[config.mk]
export PLATFORM = sky130hd
export DESIGN_NAME = mips_alu_seq
export DESIGN_NICKNAME = d
export VERILOG_FILES = /design/src/rtl/mips_alu_seq.sv
export SDC_FILE = /design/constraint.sdc
export NUM_CORES = 1
export LEC_CHECK = 0
export ABC_CLOCK_PERIOD_IN_PS = 4400
export CAP_MARGIN = 20
export CORE_AREA = 5 5 288 290
export CTS_CLUSTER_DIAMETER = 150
export DETAILED_ROUTE_END_ITERATION = 16
export DIE_AREA = 0 0 293 295
export HOLD_SLACK_MARGIN = 0.1
export PLACE_DENSITY = 0.65
export REMOVE_ABC_BUFFERS = 1
export SYNTH_ARGS = -nofsm -noshare
export SYNTH_HDL_FRONTEND = slang
export SYNTH_SLANG_ARGS = --single-unit
[constraint.sdc]
create_clock -name clk -period 4.4 [get_ports clk]
set_input_delay 0.88 -clock clk [delete_from_list [all_inputs] [get_ports clk]]
set_output_delay 0.88 -clock clk [all_outputs]
set_load 0.05 [all_outputs]
[src/rtl/mips_alu_seq.sv]
// EX-stage ALU: single-cycle ops registered at the start edge, MULT/DIV iterate one bit per cycle (WIDTH+1 cycles).
// No backpressure: start is ignored while busy; done pulses for one cycle when results are valid.
`timescale 1ns/1ps
module mips_alu_seq #(
  parameter int WIDTH = 32,
  parameter int SHW   = 5
) (
  input  logic             clk,
  input  logic             rst_n,
  input  logic             start,
  input  logic [3:0]       ALUctl,
  input  logic [WIDTH-1:0] A,
  input  logic [WIDTH-1:0] B,
  output logic [WIDTH-1:0] ALUOut,
  output logic             Zero,
  output logic             Overflow,
  output logic [WIDTH-1:0] HI,
  output logic [WIDTH-1:0] LO,
  output logic             busy,
  output logic             done
);

  localparam int CW = $clog2(WIDTH) + 1;
  localparam logic [CW-1:0] LAST = CW'(WIDTH - 1);

  typedef enum logic [1:0] {IDLE, MUL, DIV, FIX} state_t;

  state_t           state;
  logic [WIDTH-1:0] acc_hi, acc_lo, opb, a_save;
  logic [CW-1:0]    cnt;
  logic             is_div, neg_q, neg_r, div0;

  // Single-cycle datapath
  logic [WIDTH-1:0] sum, dif, sc_res;
  logic [SHW-1:0]   shamt;
  logic             sc_ovf;

  assign sum   = A + B;
  assign dif   = A - B;
  assign shamt = A[SHW-1:0];

  always_comb begin
    sc_res = '0;
    sc_ovf = 1'b0;
    case (ALUctl)
      4'd0:  sc_res = A & B;
      4'd1:  sc_res = A | B;
      4'd2: begin
        sc_res = sum;
        sc_ovf = (A[WIDTH-1] == B[WIDTH-1]) && (sum[WIDTH-1] != A[WIDTH-1]);
      end
      4'd3:  sc_res = A ^ B;
      4'd4:  sc_res = B << shamt;
      4'd5:  sc_res = B >> shamt;
      4'd6: begin
        sc_res = dif;
        sc_ovf = (A[WIDTH-1] != B[WIDTH-1]) && (dif[WIDTH-1] != A[WIDTH-1]);
      end
      4'd7:  sc_res = {{(WIDTH-1){1'b0}}, ($signed(A) < $signed(B))};
      4'd8:  sc_res = $signed(B) >>> shamt;
      4'd9:  sc_res = {{(WIDTH-1){1'b0}}, (A < B)};
      4'd12: sc_res = ~(A | B);
      default: sc_res = '0;
    endcase
  end

  // Operand conditioning for the iterative units
  logic             is_mul_op, is_div_op, is_signed, a_neg, b_neg;
  logic [WIDTH-1:0] mag_a, mag_b;

  assign is_mul_op = (ALUctl == 4'd10) || (ALUctl == 4'd11);
  assign is_div_op = (ALUctl == 4'd13) || (ALUctl == 4'd14);
  assign is_signed = (ALUctl == 4'd10) || (ALUctl == 4'd13);
  assign a_neg     = is_signed && A[WIDTH-1];
  assign b_neg     = is_signed && B[WIDTH-1];
  assign mag_a     = a_neg ? (~A + 1'b1) : A;
  assign mag_b     = b_neg ? (~B + 1'b1) : B;

  // acc_hi is the partial product / remainder, acc_lo the multiplier / quotient
  logic [WIDTH:0] mul_sum, div_sh, div_df;

  assign mul_sum = {1'b0, acc_hi} + (acc_lo[0] ? {1'b0, opb} : {(WIDTH+1){1'b0}});
  assign div_sh  = {acc_hi, acc_lo[WIDTH-1]};
  assign div_df  = div_sh - {1'b0, opb};

  logic [2*WIDTH-1:0] prod, prod_fix;
  logic [WIDTH-1:0]   hi_fin, lo_fin;

  assign prod     = {acc_hi, acc_lo};
  assign prod_fix = neg_q ? (~prod + 1'b1) : prod;

  always_comb begin
    hi_fin = prod_fix[2*WIDTH-1:WIDTH];
    lo_fin = prod_fix[WIDTH-1:0];
    if (is_div) begin
      if (div0) begin
        hi_fin = a_save;
        lo_fin = '1;
      end else begin
        hi_fin = neg_r ? (~acc_hi + 1'b1) : acc_hi;
        lo_fin = neg_q ? (~acc_lo + 1'b1) : acc_lo;
      end
    end
  end

  always_ff @(posedge clk or negedge rst_n) begin
    if (!rst_n) begin
      state    <= IDLE;
      ALUOut   <= '0;
      Zero     <= 1'b1;
      Overflow <= 1'b0;
      HI       <= '0;
      LO       <= '0;
      busy     <= 1'b0;
      done     <= 1'b0;
      acc_hi   <= '0;
      acc_lo   <= '0;
      opb      <= '0;
      a_save   <= '0;
      cnt      <= '0;
      is_div   <= 1'b0;
      neg_q    <= 1'b0;
      neg_r    <= 1'b0;
      div0     <= 1'b0;
    end else begin
      done <= 1'b0;
      case (state)
        IDLE: begin
          if (start) begin
            if (is_mul_op || is_div_op) begin
              acc_hi <= '0;
              acc_lo <= mag_a;
              opb    <= mag_b;
              a_save <= A;
              cnt    <= '0;
              is_div <= is_div_op;
              neg_q  <= a_neg ^ b_neg;
              neg_r  <= a_neg;
              div0   <= (B == '0);
              busy   <= 1'b1;
              state  <= is_div_op ? DIV : MUL;
            end else begin
              ALUOut   <= sc_res;
              Zero     <= (sc_res == '0);
              Overflow <= sc_ovf;
              done     <= 1'b1;
            end
          end
        end
        MUL: begin
          acc_hi <= mul_sum[WIDTH:1];
          acc_lo <= {mul_sum[0], acc_lo[WIDTH-1:1]};
          cnt    <= cnt + 1'b1;
          if (cnt == LAST) state <= FIX;
        end
        DIV: begin
          if (!div_df[WIDTH]) begin
            acc_hi <= div_df[WIDTH-1:0];
            acc_lo <= {acc_lo[WIDTH-2:0], 1'b1};
          end else begin
            acc_hi <= div_sh[WIDTH-1:0];
            acc_lo <= {acc_lo[WIDTH-2:0], 1'b0};
          end
          cnt <= cnt + 1'b1;
          if (cnt == LAST) state <= FIX;
        end
        FIX: begin
          HI       <= hi_fin;
          LO       <= lo_fin;
          ALUOut   <= lo_fin;
          Zero     <= (lo_fin == '0);
          Overflow <= 1'b0;
          busy     <= 1'b0;
          done     <= 1'b1;
          state    <= IDLE;
        end
        default: state <= IDLE;
      endcase
    end
  end

endmodule

==> impl_metrics.env <==
export IMPL_drive_gt1_share_pct=25.12
export IMPL_slowest_delay_ns=0.68
export IMPL_fmax_mhz=224.8
export IMPL_leakage_nw=17.04
export IMPL_cp_start_kind="input port"
export IMPL_async_flop_share_pct=100.0
export IMPL_seq_area_frac_synth_pct=21.60
export IMPL_root_buffer="clkbuf_16"
export IMPL_num_io_pins=171
export IMPL_synth_top_area_share_pct=21.50
export IMPL_maxCapViolCount=0
export IMPL_hold_class="in -> async"
export IMPL_cp_end_kind="flip-flop"
export IMPL_clock_latency_ns=0.60
export IMPL_die_w_um=293
export IMPL_synth_flop_cell="dfrtp_1"
export IMPL_dr_pass1_iters=5
export IMPL_status="finished, violations left"
export IMPL_yosysMostFrequentCell="nand2_1"
export IMPL_overflow=0
export IMPL_grt_max_degree=107
export IMPL_fin_util_pct=47.91
export IMPL_place_ws_ns=-0.9935
export IMPL_cts_path_max_buffers=3
export IMPL_synth_area_um2=27810
export IMPL_required_ns=4.92
export IMPL_place_area_um2=36620
export IMPL_wl_met3_mm=13.59
export IMPL_port_buffers=170
export IMPL_post_route_period_util_pct=101.1
export IMPL_grt_total_usage_pct=33.74
export IMPL_rows=104
export IMPL_crit_slowest_cell="or4b_2"
export IMPL_cts_sinks=240
export IMPL_grt_antenna_before_repair=9
export IMPL_vdd_drop_max_v=0.0004736
export IMPL_die_y_um=295
export IMPL_cts_buffers=30
export IMPL_h_tree_depth=1
export IMPL_vias_per_cell=6.017
export IMPL_synth_top_cells_by_area="dfrtp_1, ha_1, o21ai_0, nand2_1, a21oi_1"
export IMPL_final_setup_tns_ns=-0.04845
export IMPL_avgSynthCellArea_um2=7.469
export IMPL_finalCriticalPeriod_ns=4.448
export IMPL_grt_pass1_vias=32290
export IMPL_cp_common_cell="buf_4"
export IMPL_layout_setup_ws_ns=-0.04845
export IMPL_core_area_um2=80030
export IMPL_place_congestion=1.094
export IMPL_arrival_ns=4.96
export IMPL_total_power_mw=20.05
export IMPL_routed_wl_mm=153.7
export IMPL_crit_type="in -> reg"
export IMPL_p_per_area_nw_per_um2=523.1
export IMPL_yosys_cell_types_count=90
export IMPL_clk_pin_slew_ns=0.06
export IMPL_dr_total_vias=33807
export IMPL_dieArea_um2=86440
export IMPL_fin_hold_ws_ns=0.2879
export IMPL_hold_violations=0
export IMPL_met1_length_mm=63.68
export IMPL_dp_cells=5538
export IMPL_synth_edf_count=0
export IMPL_synthesis_instances=3724
export IMPL_skew_ns=0.04007
export IMPL_cts_tree="done"
export IMPL_grt_pass1_wl_mm=220.2
export IMPL_path_cells="clkdlybuf4s50_1, buf_4, mux4_2, buf_4, a32oi_1, o211ai_1, a211o_2, or4b_2, o31ai_1, buf_4, nor2b_1, and4_1, nand4b_1, o31ai_1"
export IMPL_highest_layer="met5"
export IMPL_syn_to_final_growth_pct=37.85
export IMPL_synth_seq_cells=240
export IMPL_drcViolationCount=0
export IMPL_maxSlewHeadroom_pct=33.88
export IMPL_drtIter0Drc=3949
export IMPL_violations="negative setup slack"
export IMPL_critPathMaxFanout=11
export IMPL_reg2regPathDepth=12
export IMPL_final_cells=5619
export IMPL_fin_area_um2=38340
export IMPL_dpl_hpwl_mm=125.4
export IMPL_ys_warnings_count=0
export IMPL_wl_met2_mm=67.16
export IMPL_slew_violations=0
export IMPL_synthTopCellsByCount="nand2_1, o21ai_0, nor2_1"
export IMPL_cp_top_family="compound AO/OA/AOI/OAI gates"
export IMPL_wl_per_cell_um=27.36
export IMPL_synth_top_area_cell="dfrtp_1"
export IMPL_rsz0062_at_grt="true"
export IMPL_initial_core_util_pct=34.75
export IMPL_cp_depth=14
export IMPL_nets=4790
export IMPL_ant_nets=0
export IMPL_critPathBufInv=4
export IMPL_worst_pin_slew_ns=0.9882
export IMPL_setup_viol=1
## state kept, by name, summed over array words and instances (netlist names)
signal,cells
LO,32
acc_lo,32
ALUOut,32
is_div,1
busy,1
neg_r,1
a_save,32
cnt,6
HI,32
Zero,1
neg_q,1
acc_hi,32
opb,32
done,1
Overflow,1
state,2
div0,1
## cells by family after synthesis
group,count (synthesis),share of synthesized area (%)
simple gates,1187,19.89
compound gates,1282,29.78
fa+ha+maj,185,8.430
mux,182,8.053
buf+inv,459,6.267
flops,240,21.60
xor+xnor,189,5.979
## worst reg2reg max path, delay by kind of cell, from the launching register on
family	cells	cell delay (ns)
AO/OA/AOI/OAI	2	0.31
XOR/XNOR	1	0.20
flip-flops	1	0.38
AND/OR/NAND/NOR	9	3.35
## per-layer routing
| layer | global-route usage (%) | vias to the layer above |
|---|---|---|
| met3 | 5.897 | 355 |
| met4 | 15.98 | 4 |
| met5 | 0 | - |
| li1 | - | 15280 |
| met1 | 45.22 | 16382 |
| met2 | 53.09 | 1786 |
## report_power, final
group	internal, mW	switching (mW)	total [mW]
Clock	1.48	1.05	2.53
Sequential	3.23	0.973	4.20
Combinational	5.07	8.25	13.3
## what timing repair did
item / 4_1_cts / 5_1_grt
pin swaps: 9 / 22
cloned: 0 / 3
buffers inserted: 15 / 6
endpoints found under the setup margin: 7 / 23
resized for setup: 28 / 95
hold buffers: 0 / 0
hold endpoints to repair: 0 / 0
## layout make-up
cell class / instances / area (um2)
Sequential cell: 240 / 6011
Fill cell: 8014 / 41690
Multi-Input combinational cell: 3025 / 20560
Clock inverter: 10 / 120.1
Tap cell: 1060 / 1326
Timing Repair Buffer: 1056 / 8725
Inverter: 181 / 690.7
Clock buffer: 43 / 899.6
Antenna cell: 4 / 10.01
## cell usage in the layout, fill, tap and decap left out, drive strengths merged, types with 23 or more instances in the layout
cell	synthesis	routed
and2	23	23
nor2b	38	38
o22ai	31	31
mux4	30	30
o221ai	29	29
buf	41	890
xor2	49	49
a21o	45	45
nand2	414	414
nand2b	35	35
nand4	28	28
nor4	34	34
nor3	71	71
nand3	71	71
clkbuf	237	44
mux2i	118	118
xnor2	140	140
a21oi	267	267
or3	27	27
nor2	337	337
o21a	23	23
a22oi	79	79
mux2	34	34
a31oi	55	55
o21ai	373	373
inv	178	178
a211oi	49	49
o31ai	47	47
a32oi	24	24
clkdlybuf4s50	0	152
o211ai	45	45
ha	181	181
dfrtp	239	239
## final timing paths
check,startpoint,to,slack [ns]
worst min register to register,LO[1]$_DFFE_PN0P_,LO[1]$_DFFE_PN0P_,0.48
worst min-delay path,rst_n,cnt[2]$_DFFE_PN0P_,0.29
max in group asynchronous,rst_n,opb[5]$_DFFE_PN0P_,3.18
min in group clk,LO[1]$_DFFE_PN0P_,LO[1]$_DFFE_PN0P_,0.48
worst max register to register,acc_lo[3]$_DFFE_PN0P_,Zero$_DFFE_PN1P_,0.09
worst max-delay path,B[2],Zero$_DFFE_PN1P_,-0.05
Power figures use the tool's default switching activity.
